`src/rtl/acc_unit.sv`:
```
// 8-bit accumulator sequencing an external ripple adder through IDLE->EXEC->DONE.
// Optional build macro ACC_SAT_EN: ADD/SUB results saturate on signed overflow.
module acc_unit (
  input  logic       clk,
  input  logic       rst_n,
  input  logic       in_valid,
  output logic       in_ready,
  input  logic [1:0] in_cmd,
  input  logic [7:0] in_data,
  output logic [7:0] add_a,
  output logic [7:0] add_b,
  output logic       add_op,
  input  logic [7:0] add_sum,
  input  logic       add_carry,
  input  logic       add_overflow,
  output logic [7:0] acc,
  output logic       flag_z,
  output logic       flag_n,
  output logic       flag_c,
  output logic       flag_v,
  output logic       out_valid
);

  typedef enum logic [1:0] {IDLE, EXEC, DONE} state_t;
  typedef enum logic [1:0] {CMD_LOAD = 2'b00, CMD_ADD = 2'b01, CMD_SUB = 2'b10, CMD_CLR = 2'b11} cmd_t;

  state_t     state;
  cmd_t       cmd_q;
  logic [7:0] opnd_q;

  logic [7:0] arith_res;
  logic [7:0] res;
  logic       res_c;
  logic       res_v;

  // The adder sees only registered values, so its results are stable for the whole EXEC cycle.
  assign add_a    = acc;
  assign add_b    = opnd_q;
  assign add_op   = (cmd_q == CMD_SUB);
  assign in_ready = (state == IDLE);

  always_comb begin
    arith_res = add_sum;
`ifdef ACC_SAT_EN
    if (add_overflow) begin
      arith_res = acc[7] ? 8'h80 : 8'h7F;
    end
`endif
    res   = arith_res;
    res_c = add_carry;
    res_v = add_overflow;
    case (cmd_q)
      CMD_LOAD: begin
        res   = opnd_q;
        res_c = 1'b0;
        res_v = 1'b0;
      end
      CMD_CLR: begin
        res   = 8'h00;
        res_c = 1'b0;
        res_v = 1'b0;
      end
      default: ;
    endcase
  end

  always_ff @(posedge clk or negedge rst_n) begin
    if (!rst_n) begin
      state     <= IDLE;
      cmd_q     <= CMD_LOAD;
      opnd_q    <= 8'h00;
      acc       <= 8'h00;
      flag_z    <= 1'b0;
      flag_n    <= 1'b0;
      flag_c    <= 1'b0;
      flag_v    <= 1'b0;
      out_valid <= 1'b0;
    end else begin
      case (state)
        IDLE: begin
          if (in_valid) begin
            cmd_q  <= cmd_t'(in_cmd);
            opnd_q <= in_data;
            state  <= EXEC;
          end
        end
        EXEC: begin
          acc       <= res;
          flag_z    <= (res == 8'h00);
          flag_n    <= res[7];
          flag_c    <= res_c;
          flag_v    <= res_v;
          out_valid <= 1'b1;
          state     <= DONE;
        end
        DONE: begin
          out_valid <= 1'b0;
          state     <= IDLE;
        end
        default: begin
          out_valid <= 1'b0;
          state     <= IDLE;
        end
      endcase
    end
  end

endmodule

```
`config.mk`:
```
export PLATFORM = sky130hd
export DESIGN_NAME = acc_unit
export DESIGN_NICKNAME = d
export VERILOG_FILES = /design/src/rtl/acc_unit.sv
export SDC_FILE = /design/constraint.sdc
export NUM_CORES = 1
export LEC_CHECK = 0
export CAP_MARGIN = 20
export CORE_MARGIN = 2
export CORE_UTILIZATION = 39
export CTS_CLUSTER_DIAMETER = 60
export DETAILED_ROUTE_END_ITERATION = 12
export HOLD_SLACK_MARGIN = 0.03
export PLACE_DENSITY = 0.78
export REMOVE_ABC_BUFFERS = 1
export SLEW_MARGIN = 20
export SYNTH_ARGS = -nofsm -noshare
export SYNTH_HDL_FRONTEND = slang
export SYNTH_SLANG_ARGS = --single-unit
```
`constraint.sdc`:
```
create_clock -name clk -period 2 [get_ports clk]
set_clock_uncertainty 0.1 [all_clocks]
set_input_delay 0.2 -clock clk [delete_from_list [all_inputs] [get_ports clk]]
set_output_delay 0.2 -clock clk [all_outputs]
set_load 0.01 [all_outputs]
```
After elaboration in Yosys (flattened, before gate mapping)
Cells that the tools add are included.

Register bits: 25. Input bits: 23. Word-level logic and storage cells: 24.

Equal/unequal tests: 4. Muxes and demuxes: 6. Reduce and logical (&&, ||, !) cells: 5.

Operators with widths (number): one-hot mux 8 bit (2 select lines) (1); zero test 8 bit (1); == test 2 bit, second input constant (2); zero test 2 bit (2); one-hot mux 2 bit (2 select lines) (1); == test 2 x 1 -> 1 bit, second input constant (1); two-way mux 1 bit (2); two-way mux 2 bit (1); inequality test 2 bit, second input constant (1); one-hot mux 1 bit (2 select lines) (1); AND reduction 2 bit (1); OR reduction 2 bit (1).

Longest topological paths before layout
Depth in word-level cells: 3. Depth in mapped cells: 6. Gate-level depth less buffers: 5.

Least setup slack after synthesis
OpenSTA, ideal clock, no wires.

Path kind: reg-to-reg. Start: register cmd_q[1]. End: register flag_z. Arrival: 1.513 ns. Required time: 1.796 ns. Slack: 0.284 ns. Stages on the path, launching flop included: 7. Path buffers: 1. Cell sequence: dfrtp_1 -> inv_1 -> ha_1 -> nor2b_1 -> buf_6 -> a221o_1 -> o41ai_2.

Longest elaborated chain between the ends: 3. Elaborated cells between the ends (all ways): 4.

Ends and longest elaborated chain: start: declaration (RTL line 28) `cmd_t cmd_q;`; start signal: assignment (RTL line 82) `cmd_q <= cmd_t'(in_cmd);`; == test 2 bit or zero test 2 bit (tied branches) (RTL line 52) `case (cmd_q)`; one-hot mux 8 bit (2 select lines) (*) (RTL line 52); zero test 8 bit (*) (RTL line 89) `flag_z <= (res == 8'h00);`; end signal: assignment (RTL line 89); end: declaration (RTL line 17) `output logic flag_z,`.

Every way passes the cells marked *; elsewhere a longest branch is shown, timed or not. A chain may end at the register's enable or synchronous reset.

Worst setup path in the final report
Ends and elaborated chain as after synthesis.

==> metrics <==
outcome finished, final reports clean; die area roughly 3300 um2; clock sink count 24; CP Launch Type flop; WHS 0.112 ns; Root Driver clkbuf_4; setup slack after layout ~0.14 ns; io pins 54; port buffer count 53; number of synthesized register bits 24; Buf/Inv on CP 1; Vias/cell just over 5; Hold Path Class input port to asynchronous set/reset pin; Core Box Area between 2000 and 3000 um2; crit end category flop; max cap viols 0; Final Wtd Congestion 0.745; total CTS buffers 3; Post-Synthesis Cells 95; Synth warnings 0; vias after detailed routing between 800 and 900; register area share after synthesis 0.546; Post-synth EDFFs 0; Die Height around 57 um; fin. max-slew vios 0; initial antenna violation count 0; Syn-to-layout area delta 49.4%; pwr dens between 1000 and 1500 nW/um2; CP max-delay cell ha_2; die width 57.1 um; synth cell count leaders dfrtp_1, nand2_1, buf_4; CTS tree done; Post-DRT Antenna Nets 0; Initial DRT Pass Iterations 4; GRT Overall Usage 0.165; DR WL/cell about 14 um; asr flop ratio synth 1.00; clock-pin slew of the registers on the worst-case setup and hold paths 0.13 ns; crit-path cells inv_1 -> ha_2 -> nor2b_1 -> a221o_1 -> o41ai_2; syn avg cell area around 12 um2; grt ovf 0; Tightest Pin Transition 0.507 ns; # setup viols final 0; Slew headroom 0.662; period utilization 0.932; worst setup path start cmd_q[1]; WS Path Type flop to flop; Lkg Pwr between 0.6 and 0.7 nW; fillcell total 252; CTS H-tree lvls 1; final hold vios 0; row count 19; Initial Util 0.406; FMAX roughly 0.54 GHz; routed wire length between 2 and 3 mm; WP data arrival 1.99 ns; number of global-route vias before repair ~930; Post-route DRC 0; first-pass GRT wire length around 4.2 mm; CP max stage delay 0.42 ns; largest net degree at the start of global routing 25; Clk Latency, worst-skew pair ~0.32 ns; CP top delay family compound AO/OA/AOI/OAI gates; share of the synthesized area in the top cell type 0.546; worst reg-to-reg setup slack around 0.14 ns; Worst IR Drop VDD between 0.0007 and 0.0008 V; dpl ws 0.110 ns; Mapped Area approximately 1100 um2; area leader, netlist dfrtp_1; Reg2Reg Launch Point cmd_q[1]; Yosys cell types 25; critical path required time around 2.1 ns; dpl hpwl slightly above 2 mm; Post-layout nets ~170; crit path time final 1.86 ns; Final Util 0.606; Power Total between 2 and 2.5 mW; proportion of layout cells with a drive suffix above 1 0.0979; Max clock buf depth 2; postcts setup bufs 0; initial DRC count 11; ANT cells 0; count leader, synth dfrtp_1; leading post-synthesis cells by cell area dfrtp_1, mux2_1, buf_4; setup_tns 0 ns; CP max FO 10; RSZ-0062 raised after global routing false; ys flop type dfrtp_1
## final cells by class
cell class              count  area (um2)  area share
inverters                   3        11.3     0.00685
well taps                  31        38.8      0.0236
clock buffers               4        36.3      0.0221
flip-flops and latches     24         601       0.366
repair buffers             57         561       0.341
multi-input cells          55         395       0.241
## cell usage in the layout, fill, tap and decap left out
cell / count
a221o_1: 1
a22o_1: 2
a22oi_1: 5
a31oi_1: 1
and2_1: 1
buf_4: 4
clkbuf_4: 3
clkbuf_8: 1
clkdlybuf4s50_1: 53
clkinv_1: 1
dfrtp_1: 24
ha_1: 1
ha_2: 1
inv_1: 2
mux2_1: 7
mux2_2: 4
nand2_1: 11
nand3_1: 2
nand3b_1: 1
nor2_1: 4
nor2b_1: 1
o21a_1: 1
o21ai_0: 8
o41ai_2: 1
or2b_1: 1
or4_1: 2
## per-stage QoR
stage	instances	instance area [um2]
after global routing	174	1640
final	174	1640
after CTS	174	1640
after detailed placement	170	1600
after floorplan	82	1000
after global placement	170	1600
## where the power goes
| part | total, mW | switching, mW | internal, mW |
|---|---|---|---|
| clock | 0.260 | 0.148 | 0.112 |
| sequential | 0.778 | 0.128 | 0.650 |
| combinational | 1.05 | 0.426 | 0.626 |
| total | 2.09 | 0.702 | 1.39 |
## routing by layer
layer,global-route usage,share of wire,up-vias
met5,0,0,-
met4,0.0664,0.015,0
met1,0.216,0.43,412
li1,-,-,420
met2,0.268,0.49,39
met3,0.0340,0.065,5
## path summary, 6_finish.rpt
kind	depth (start not counted)	endpoint
min	2	add_b[1]
max	5	flag_z
max in group asynchronous	2	state[0]
max reg2reg	5	flag_z
min reg2reg	1	out_valid
min in group clk	3	flag_v
## cell families after synthesis
logic type / Yosys count / synth area share
compound gates: 19 / 0.123
simple gates: 23 / 0.0990
mux: 11 / 0.113
flops: 24 / 0.546
fa+ha+maj: 2 / 0.0227
buf+inv: 16 / 0.0967
## repair_timing
| action | CTS | global route |
|---|---|---|
| endpoints found under the setup margin | 0 | 1 |
| resized for setup | 0 | 1 |
| hold buffers | 0 | 0 |
## sequential cells by signal, summed over array words and instances (netlist names)
| name | flops |
|---|---|
| flag_c | 1 |
| flag_z | 1 |
| flag_v | 1 |
| acc | 8 |
| add_b | 8 |
| cmd_q | 2 |
| state | 2 |
| out_valid | 1 |
Power figures use the tool's default switching activity.
